**config.mk**
```make
export PLATFORM = sky130hd
export DESIGN_NAME = cic_comb_decim
export DESIGN_NICKNAME = d
export VERILOG_FILES = /design/src/rtl/cic_pkg.sv /design/src/rtl/comb_stage.sv /design/src/rtl/cic_comb_decim.sv
export SDC_FILE = /design/constraint.sdc
export NUM_CORES = 1
export LEC_CHECK = 0
export ABC_AREA = 1
export BUFFER_PORTS_ARGS = -buffer_cell sky130_fd_sc_hd__buf_2
export CORE_MARGIN = 5
export CORE_UTILIZATION = 25
export DETAILED_ROUTE_END_ITERATION = 8
export GPL_TIMING_DRIVEN = 0
export SLEW_MARGIN = 20
export SYNTH_ARGS = -nofsm -noshare
export SYNTH_HDL_FRONTEND = slang
export SYNTH_HIERARCHICAL = 1
export SYNTH_SLANG_ARGS = --single-unit
```
**constraint.sdc**
```tcl
create_clock -name clk -period 3.05 [get_ports clk]
set_input_delay 0.61 -clock clk [delete_from_list [all_inputs] [get_ports clk]]
set_output_delay 0.61 -clock clk [all_outputs]
set_load 0.01 [all_outputs]
```
**src/rtl/cic_pkg.sv**
```systemverilog
// rtl/cic_pkg.sv - shared widths and helpers for the CIC decimation filter
package cic_pkg;

    localparam int MAX_COMB_STAGES    = 8;
    localparam int CIC_DATA_WIDTH_IN  = 20;
    localparam int CIC_DATA_WIDTH_OUT = 16;

    function automatic int clog2(input int value);
        int result;
        int v;
        result = 0;
        v      = value - 1;
        while (v > 0) begin
            result = result + 1;
            v      = v >> 1;
        end
        return result;
    endfunction

endpackage

```
**src/rtl/comb_stage.sv**
```systemverilog
// rtl/comb_stage.sv - one CIC comb difference with its differential delay line
module comb_stage
    import cic_pkg::*;
#(
    parameter int DATA_WIDTH = CIC_DATA_WIDTH_IN,
    parameter int DIFF_DELAY = 1
) (
    input  logic                         clk,
    input  logic                         rst,
    input  logic                         strobe_i,
    input  logic signed [DATA_WIDTH-1:0] x_i,
    output logic                         strobe_o,
    output logic signed [DATA_WIDTH-1:0] y_o
);

    logic signed [DATA_WIDTH-1:0] d_q [DIFF_DELAY];
    logic signed [DATA_WIDTH-1:0] y_q;
    logic signed [DATA_WIDTH-1:0] y_d;
    logic                         strobe_q;

    // Modular difference: integrator overflow cancels here, so no saturation.
    always_comb begin
        y_d = x_i - d_q[DIFF_DELAY-1];
    end

    always_ff @(posedge clk or posedge rst) begin
        if (rst) begin
            y_q      <= '0;
            strobe_q <= 1'b0;
            for (int i = 0; i < DIFF_DELAY; i++) begin
                d_q[i] <= '0;
            end
        end else begin
            strobe_q <= strobe_i;
            if (strobe_i) begin
                y_q    <= y_d;
                d_q[0] <= x_i;
                for (int i = 1; i < DIFF_DELAY; i++) begin
                    d_q[i] <= d_q[i-1];
                end
            end
        end
    end

    assign y_o      = y_q;
    assign strobe_o = strobe_q;

endmodule

```
**src/rtl/cic_comb_decim.sv**
```systemverilog
// rtl/cic_comb_decim.sv - CIC decimator, comb chain and output shift/saturate
module cic_comb_decim
    import cic_pkg::*;
#(
    parameter int DATA_WIDTH_IN  = CIC_DATA_WIDTH_IN,
    parameter int DATA_WIDTH_OUT = CIC_DATA_WIDTH_OUT,
    parameter int NUM_STAGES     = 3,
    parameter int DIFF_DELAY     = 1,
    parameter int MAX_DECIM      = 16,
    parameter int CNT_WIDTH      = clog2(MAX_DECIM + 1)
) (
    input  logic                             clk,
    input  logic                             rst,
    input  logic                             en,
    input  logic signed [DATA_WIDTH_IN-1:0]  in,
    input  logic [CNT_WIDTH-1:0]             decim_factor,
    input  logic [4:0]                       out_shift,
    output logic signed [DATA_WIDTH_OUT-1:0] out,
    output logic                             out_valid,
    output logic                             sat
);

    localparam logic [CNT_WIDTH-1:0] ONE   = CNT_WIDTH'(1);
    localparam logic [CNT_WIDTH-1:0] MAX_R = CNT_WIDTH'(MAX_DECIM);
    localparam logic signed [DATA_WIDTH_IN-1:0] OUT_MAX =
        DATA_WIDTH_IN'((1 <<< (DATA_WIDTH_OUT - 1)) - 1);
    localparam logic signed [DATA_WIDTH_IN-1:0] OUT_MIN =
        DATA_WIDTH_IN'(-(1 <<< (DATA_WIDTH_OUT - 1)));

    logic [CNT_WIDTH-1:0]               r_active_q, r_active_d;
    logic [CNT_WIDTH-1:0]               cnt_q, cnt_d;
    logic                               keep;
    logic signed [DATA_WIDTH_IN-1:0]    x0_q;
    logic                               v0_q;

    logic signed [DATA_WIDTH_IN-1:0]    stage_x [NUM_STAGES+1];
    logic                               stage_v [NUM_STAGES+1];

    logic signed [DATA_WIDTH_IN-1:0]    shifted;
    logic signed [DATA_WIDTH_OUT-1:0]   out_d;
    logic                               sat_d;
    logic signed [DATA_WIDTH_OUT-1:0]   out_q;
    logic                               sat_q;
    logic                               out_valid_q;

    always_comb begin
        keep       = en && ((r_active_q <= ONE) || (cnt_q == r_active_q - ONE));
        cnt_d      = cnt_q;
        if (en) begin
            cnt_d = keep ? '0 : cnt_q + ONE;
        end
        r_active_d = (decim_factor > MAX_R) ? MAX_R : decim_factor;
    end

    // R only changes on frame boundaries so a mid-frame write cannot shorten the current frame.
    always_ff @(posedge clk) begin
        if (rst || keep) begin
            r_active_q <= r_active_d;
        end
    end

    always_ff @(posedge clk or posedge rst) begin
        if (rst) begin
            cnt_q <= '0;
            x0_q  <= '0;
            v0_q  <= 1'b0;
        end else begin
            cnt_q <= cnt_d;
            v0_q  <= keep;
            if (keep) begin
                x0_q <= in;
            end
        end
    end

    assign stage_x[0] = x0_q;
    assign stage_v[0] = v0_q;

    for (genvar k = 0; k < NUM_STAGES; k++) begin : g_comb
        comb_stage #(
            .DATA_WIDTH (DATA_WIDTH_IN),
            .DIFF_DELAY (DIFF_DELAY)
        ) u_comb (
            .clk      (clk),
            .rst      (rst),
            .strobe_i (stage_v[k]),
            .x_i      (stage_x[k]),
            .strobe_o (stage_v[k+1]),
            .y_o      (stage_x[k+1])
        );
    end

    always_comb begin
        shifted = stage_x[NUM_STAGES] >>> out_shift;
        sat_d   = 1'b0;
        out_d   = shifted[DATA_WIDTH_OUT-1:0];
        if (shifted > OUT_MAX) begin
            out_d = OUT_MAX[DATA_WIDTH_OUT-1:0];
            sat_d = 1'b1;
        end else if (shifted < OUT_MIN) begin
            out_d = OUT_MIN[DATA_WIDTH_OUT-1:0];
            sat_d = 1'b1;
        end
    end

    always_ff @(posedge clk or posedge rst) begin
        if (rst) begin
            out_q       <= '0;
            sat_q       <= 1'b0;
            out_valid_q <= 1'b0;
        end else begin
            out_valid_q <= stage_v[NUM_STAGES];
            if (stage_v[NUM_STAGES]) begin
                out_q <= out_d;
                sat_q <= sat_d;
            end
        end
    end

    assign out       = out_q;
    assign sat       = sat_q;
    assign out_valid = out_valid_q;

endmodule

```
======== Word-level counts from Yosys, hierarchy flattened ========
Cells that the tools add are included.
storage, ports and cells
  register bits ........................... 172
  latch bits .............................. 0
  memory bits (writable) .................. 0
  memory bits (read-only) ................. 0
  memories kept ........................... 0
cells by class
  add/subtract/negate cells ............... 5
  multiply operators ...................... 0
  div/mod/pow operators ................... 0
  magnitude comparators ................... 4
  equality and inequality tests ........... 1
  shift-type cells ........................ 1
  mux-type cells .......................... 5
  bitwise logic cells ..................... 0
  reductions and logical operators ........ 3
operator list
  kind                                                              number
  subtractor 20 bit                                                 3
  two-way mux 16 bit                                                2
  greater-than comparator 20 x 16 -> 1 bit (second input constant)  1
  < comparator 20 x 16 -> 1 bit (second input constant)             1
  >>> shifter 20 x 5 -> 20 bit                                      1
  adder 5 x 1 -> 5 bit (second input constant)                      1
  == test 5 bit                                                     1
  greater-than comparator 5 bit (second input constant)             1
  less-or-equal comparator 5 x 1 -> 1 bit (second input constant)   1
  two-way mux 5 bit                                                 1
  subtractor 5 x 1 -> 5 bit (second input constant)                 1
  logical OR 1 bit                                                  2
  two-way mux 1 bit                                                 2
  logical AND 1 bit                                                 1

======== Longest topological paths before layout ========
Gate-level depths: netlist of run 1.
  word-level depth ........................ 5
  depth in mapped cells ................... 14
  depth with buffers taken out ............ 14

======== By module ========
The synthesis of run 1 kept the hierarchy.
modules (own cells, without submodules)
  module                              instances  cells an instance  area an instance (um^2)  seq. area each (um^2)
  comb_stage at g_comb[0].u_comb ...  2          383                2707.6                   1026.0
  cic_comb_decim                      1          434                3017.9                   1251.2
  comb_stage at g_comb[2].u_comb      1          383                2711.4                   1026.0

======== Least setup slack after synthesis of run 1 ========
Ideal clock, no wire load.
  path kind ............................... input to register
  start point ............................. in rst
  end point ............................... reg r_active_q[0] (enable)
  arrival time ............................ 1.859 ns
  slack ................................... 0.858 ns
  stages on the path ...................... 2
  path buffers ............................ 0
  cells stage by stage .................... inv_1 nand2_1
between the ends
  word-level cells in the longest chain between the ends .. 1
RTL lines
  element               RTL line              text
  start, declared       cic_comb_decim.sv:13  input logic rst,
  logical OR 1 bit      cic_comb_decim.sv:57  if (rst || keep) begin
  end signal, assigned  cic_comb_decim.sv:58  r_active_q <= r_active_d;
  end, declared         cic_comb_decim.sv:30  logic [CNT_WIDTH-1:0] r_active_q, r_active_d;
No other way between the ends.
A chain may end at the register's enable or synchronous reset.

======== Worst setup path in the final report of run 1 ========
  start point ............................. reg r_active_q[0]
  end point ............................... reg r_active_q[1] (enable)
between the ends
  word-level cells in the longest chain between the ends .. 5
  elaborated cells on any way between the ends .. 6
  those cells by class .................... add/sub: 1; order compare: 1; eq/ne: 1; reduce/logical: 3
RTL lines
  element                    RTL line              text
  subtractor 5 x 1 -> 5 bit  cic_comb_decim.sv:47  keep = en && ((r_active_q <= ONE) || (cnt_q == r_active_q - ONE));
  == test 5 bit              cic_comb_decim.sv:47
  logical OR 1 bit *         cic_comb_decim.sv:47
  logical AND 1 bit *        cic_comb_decim.sv:47
  logical OR 1 bit *         cic_comb_decim.sv:57
Mark *: on every way between the ends. The rest lies on a longest branch, timed or not.

==> flow_metrics.tcl, run 1 <==
set metrics [dict create \
    yosys_warnings 6 \
    grt_pass1_wl_um 44600 \
    cpPeakStageDelay_ps 440 \
    ir_drop_uv 446 \
    h-tree-depth 4 \
    antenna_found_initial 0 \
    tightest_slew_ps 572 \
    outcome "completed" \
    postSynthAreaPerCell_um2 7.04 \
    cts_setup_buffers 0 \
    clockRootBuffer "clkbuf_16" \
    grt_max_degree 28 \
    post_drt_wl_per_cell_um 11.2 \
    post-route-period-util_pct 80.6 \
    synth_seq_area_share_pct 38.8 \
    grt_pass1_vias 9754 \
    setup_violations 0 \
    path_class "reg -> reg" \
    wirelength_um 25400 \
    holdBufCountCts 0 \
    cts_resized 0 \
    p_per_area_nw_per_um2 1200 \
    crit_cells 10 \
    die_h_um 221 \
    drive_above_1_share_pct 10.6 \
    drv_slew 0 \
    drcViolationCount 0 \
    vias 9691 \
    dr.pass1.iters 5 \
    io_pins 51 \
    reg2reg_depth 10 \
    syn_inst 1583 \
    start_kind "flop" \
    arrival_ps 2600 \
    clk-insertion-delay-late_ps 450 \
    crit_required_ps 3190 \
    die-area_um2 48900 \
    fmax_mhz 407 \
    crit_path_max_fanout 10 \
    cts_tree "built" \
    numClockSinks 172 \
    io_buffers 49 \
    fin_skew_ps 18.8 \
    antenna_cells 0 \
    drt_iter0_drc 372 \
    crit_top_cell "inv_1" \
    cts.clk_slew.worst_paths_ps 70 \
    fp-row-count 77 \
    syn_nets 1679 \
    numCtsBuffers 17 \
    grt.total_usage_pct 10.6 \
    via_per_inst 4.29 \
    cap_violations 0 \
    die_x_um 221 \
    crit_path_end_kind "flop" \
    layout.core_utilization_pct 29.0 \
    yosysUniqueCellTypes 39 \
    maxSlewHeadroom_pct 61.7 \
    layout.nets 1751 \
    min_path_type "in -> async" \
    clockBufferDepth 2 \
    antenna_left 0 \
    gr-total-overflow 0 \
    critPathTopFamily "buffers and inverters" \
    fin_crit_ps 2460 \
    hpwlAfterDp_um 20500 \
    slowest_stage "edfxtp_1" \
    ys_ff_latch 172 \
    gp_congestion 0.911 \
    cp_num_buf_inv 3 \
    areaGrowthSynthToFinish_pct 14.7 \
    syn_area_um2 11100 \
    coreArea_um2 44100 \
    finalHoldViolCount 0 \
    start_util_pct 25.3 \
    fin_tns_setup_ps 0 \
    grt_setup_unrepaired "no" \
    cp_cell_sequence "inv_1, ha_1, xor2_1, o21ai_0, a21oi_1, nand3_1, a21oi_2, inv_1, buf_2, nand2_1" \
    power.static_leakage_uw 0.00654 \
]
flip-flops by register name, summed over array words and instances (netlist names):
name                    cells
g_comb.u_comb/d_q          60
g_comb.u_comb/y_o          60
x0_q                       20
out                        16
cnt_q                       5
r_active_q                  5
g_comb.u_comb/strobe_o      3
out_valid                   1
sat                         1
v0_q                        1
placed cells by master, fill, tap and decap left out, types with 4 or more instances in the layout:
master     synthesis  final
nand3_1           96     96
nand2_2           20     20
and2_1             7      7
edfxtp_1           5      5
clkbuf_16          0     17
a21oi_1           58     58
clkbuf_1          14     15
xor2_1            12     12
nand3b_1          15     15
buf_6              5      5
nand3_2           10     10
or2_2              5      5
dfrtp_1          167    167
inv_8              0      4
inv_1            182    178
inv_2             11     15
buf_2             19     68
nor3_1             8      8
ha_1              60     60
o21ai_1           15     15
xnor2_1           19     19
inv_6              0      5
o21ai_0          118    118
a21oi_2            6      6
nor2_2             9      9
nand4_1            4      4
nand2_1          616    616
o211ai_1           5      5
nor2_1            76     76
through the flow:
| stage | setup WS (ps) | cell area, µm² | cells | hold WS, ps | power (µW) |
|---|---|---|---|---|---|
| floorplan | 858 | 11100 | 1583 | 367 | 11200 |
| global placement | 12.6 | 12100 | 2224 | 423 | 13100 |
| detailed placement | 552 | 12200 | 2228 | 426 | 13300 |
| CTS | 547 | 12800 | 2260 | 189 | 15500 |
| global route | 361 | 12800 | 2260 | 215 | 17100 |
| finish | 592 | 12800 | 2260 | 208 | 15300 |
cells in the mapped netlist:
cell,instances,area (µm²)
a21boi_1,1,7.51
a21oi_1,58,290
a21oi_2,6,52.6
a21oi_4,2,32.5
a22oi_1,1,7.51
and2_1,7,43.8
and3_1,1,6.26
buf_1,3,11.3
buf_2,19,95.1
buf_4,1,7.51
buf_6,5,56.3
clkbuf_1,14,52.6
clkinv_1,1,3.75
dfrtp_1,167,4180
edfxtp_1,5,150
fa_1,3,60.1
ha_1,60,751
inv_1,182,683
inv_2,11,41.3
mux2i_1,2,20.0
nand2_1,616,2310
nand2_2,20,125
nand2_4,1,11.3
nand3_1,96,480
nand3_2,10,100
nand3b_1,15,113
nand4_1,4,25.0
nor2_1,76,285
nor2_2,9,56.3
nor3_1,8,40.0
o211ai_1,5,37.5
o21a_1,1,7.51
o21ai_0,118,591
o21ai_1,15,75.1
o21bai_1,3,22.5
o221ai_1,1,8.76
or2_2,5,31.3
xnor2_1,19,166
xor2_1,12,105
kinds of logic (layout without fill, tap and decap cells):
logic type | Yosys count | after routing | share of synthesized area (%)
fa+ha+maj | 63 | 63 | 7.28
compound gates | 211 | 211 | 10.2
flops | 172 | 172 | 38.8
mux | 2 | 2 | 0.180
buf+inv | 236 | 321 | 8.53
xor+xnor | 31 | 31 | 2.44
simple gates | 868 | 868 | 32.6
path summary, 6_finish.rpt:
kind | slack [ps] | end | start
worst max-delay path | 590 | r_active_q[1] | r_active_q[0]
min in group clk | 350 | x0_q[5] | in[5]
worst max register to register | 590 | r_active_q[1] | r_active_q[0]
worst min register to register | 450 | g_comb[0].u_comb/strobe_o | v0_q
max in group asynchronous | 2310 | x0_q[7] | rst
worst min-delay path | 210 | g_comb[2].u_comb/d_q[16] | rst
area by class of cell:
type / instances / area (µm²)
fillers: 4960 / 31300
plain buffers: 42 / 223
clock buffers: 18 / 429
flip-flops and latches: 172 / 4330
repair buffers: 53 / 340
inverters: 194 / 728
multi-input cells: 1175 / 5860
clock inverters: 14 / 126
well taps: 592 / 741
power by group:
| group | switching, µW | internal [µW] | total, µW |
|---|---|---|---|
| clock network | 1000 | 1080 | 2080 |
| registers | 663 | 3310 | 3980 |
| logic | 5830 | 3440 | 9270 |
| total | 7500 | 7830 | 15300 |
per-layer routing:
metal  vias up  share of wire, %  GRT usage [%]
li1       5148                 -              -
met1      4399                47           12.9
met2       114                49           18.7
met3        30               2.9           2.15
met4         0               1.9           3.40
met5         -                 0              0
(Power assumes the default switching activity.)
==> inputs of run 2 (changes only) <==
- clock period: 3.05 -> 2.43 ns (I/O delays scaled with it)
==> run 2 against run 1 <==
Power rose by 26%. Flip-flop and latch count did not move. Setup slack got worse by 420 ps. Die area did not move. Design area rose by 0.20%. Wire length barely moved. Clock skew fell by 2.0 ps. Clock-buffer cell count did not move. Cell count barely moved. Via count fell by 0.11%. First-iteration DRC count rose by 6.2%. Clock power rose by 26%.
==> flow_metrics.tcl, run 2 (synthesis gave the netlist of run 1 again) <==
set metrics [dict create \
    outcome "completed" \
    fin_tns_setup_ps 0 \
    areaGrowthSynthToFinish_pct 14.9 \
    finalHoldViolCount 0 \
    drcViolationCount 0 \
    dr.pass1.iters 5 \
    start_kind "flop" \
    layout.core_utilization_pct 29.0 \
    drv_slew 0 \
    clockRootBuffer "clkbuf_16" \
    startpoint "r_active_q[0]" \
    gr-total-overflow 0 \
    io_pins 51 \
    tightest_slew_ps 553 \
    grt_max_degree 28 \
    power.static_leakage_uw 0.00655 \
    numClockSinks 172 \
    die-area_um2 48900 \
    post_drt_wl_per_cell_um 11.2 \
    grt_pass1_vias 9758 \
    fin_skew_ps 16.8 \
    setup_violations 0 \
    holdBufCountCts 0 \
    slowest_stage "edfxtp_1" \
    die_h_um 221 \
    io_buffers 49 \
    vias 9680 \
    antenna_cells 0 \
    crit_top_cell "inv_1" \
    crit_required_ps 2590 \
    min_path_type "in -> async" \
    via_per_inst 4.28 \
    start_util_pct 25.3 \
    layout.nets 1753 \
    antenna_left 0 \
    arrival_ps 2420 \
    r2r-start "r_active_q[0]" \
    coreArea_um2 44100 \
    h-tree-depth 4 \
    wirelength_um 25400 \
    cap_violations 0 \
    crit_path_end_kind "flop" \
    ir_drop_uv 559 \
    place_ws_ps -67.7 \
    fp-row-count 77 \
    grt.total_usage_pct 10.6 \
    post-route-period-util_pct 92.8 \
    clk-insertion-delay-late_ps 450 \
    fmax_mhz 444 \
    p_per_area_nw_per_um2 1500 \
    gp_congestion 0.911 \
    drt_iter0_drc 395 \
    clockBufferDepth 2 \
    hpwlAfterDp_um 20500 \
    antenna_found_initial 0 \
    final_common_cell "nand2_1" \
    numCtsBuffers 17 \
    drive_above_1_share_pct 10.7 \
    fin_crit_ps 2250 \
    whs_ps 83.0 \
    cts.clk_slew.worst_paths_ps 70 \
    layout_common_cells "nand2_1 (615), inv_1 (178), dfrtp_1 (167), o21ai_0 (118), nand3_1 (96)" \
    crit_path_max_fanout 10 \
    cts_tree "built" \
    path_class "reg -> reg" \
    cpPeakStageDelay_ps 430 \
    die_x_um 221 \
    grt_setup_unrepaired "no" \
    maxSlewHeadroom_pct 63.0 \
    cp_cell_sequence "inv_1, ha_1, xor2_1, o21ai_0, a21oi_1, nand3_1, a21oi_4, inv_1, buf_2, nand2_2" \
    grt_pass1_wl_um 44600 \
    fin_ws_ps 175 \
]
-- run 2: cell count changes in the layout (fill, tap and decap cells not counted) --
cell,before,now
nand2_1,616,615
buf_4,1,3
a21oi_4,2,3
a21oi_2,6,5
nand2_2,20,21
-- run 2: worst paths after layout --
path | to | slack [ps] | depth (start not counted)
max in group asynchronous | x0_q[7] | 1810 | 3
worst max register to register | r_active_q[0] | 180 | 10
min in group clk | x0_q[5] | 230 | 3
worst min register to register | g_comb[0].u_comb/strobe_o | 450 | 0
worst max-delay path | r_active_q[0] | 180 | 10
worst min-delay path | g_comb[2].u_comb/d_q[15] | 80 | 2
-- run 2: repair_timing --
action	4_1_cts	5_1_grt
buffers inserted	0	2
gates resized for setup	2	0
setup endpoints to repair	5	5
pin swaps	0	1
-- run 2: metrics by stage --
stage,power (µW),cells,cell area (µm²)
global placement,16400,2224,12100
global route,21500,2262,12800
floorplan,14100,1583,11100
finish,19300,2262,12800
CTS,19400,2260,12800
detailed placement,16700,2228,12200
-- run 2: critical path, delay by kind of cell, from the launching register on --
| family | cells | cell delay [ps] |
|---|---|---|
| AOI/OAI and AO/OA | 3 | 420 |
| xor gates and xnor gates | 1 | 120 |
| adders and majority gates | 1 | 240 |
| buffers and inverters | 3 | 440 |
| DFF | 1 | 430 |
| and+or+nand+nor | 2 | 300 |
-- run 2: report_power, final --
part	switching, µW	internal, µW
combinational	7320	4320
clock	1260	1350
sequential	834	4160
total	9420	9830
-- run 2: final cells by class --
| cell class | instances | area, µm² |
|---|---|---|
| well taps | 592 | 741 |
| inverters | 194 | 728 |
| fillers | 4961 | 31300 |
| clock inverters | 14 | 126 |
| multi-input cells | 1175 | 5870 |
| flip-flops and latches | 172 | 4330 |
| plain buffers | 42 | 223 |
| repair buffers | 55 | 355 |
| clock buffers | 18 | 429 |
-- run 2: per-layer routing --
metal | wire [µm] | share of wire, % | global-route usage [%]
met4 | 473 | 1.9 | 3.40
met3 | 677 | 2.7 | 2.15
met5 | 0 | 0 | 0
met2 | 12400 | 49 | 18.7
met1 | 11900 | 47 | 12.9
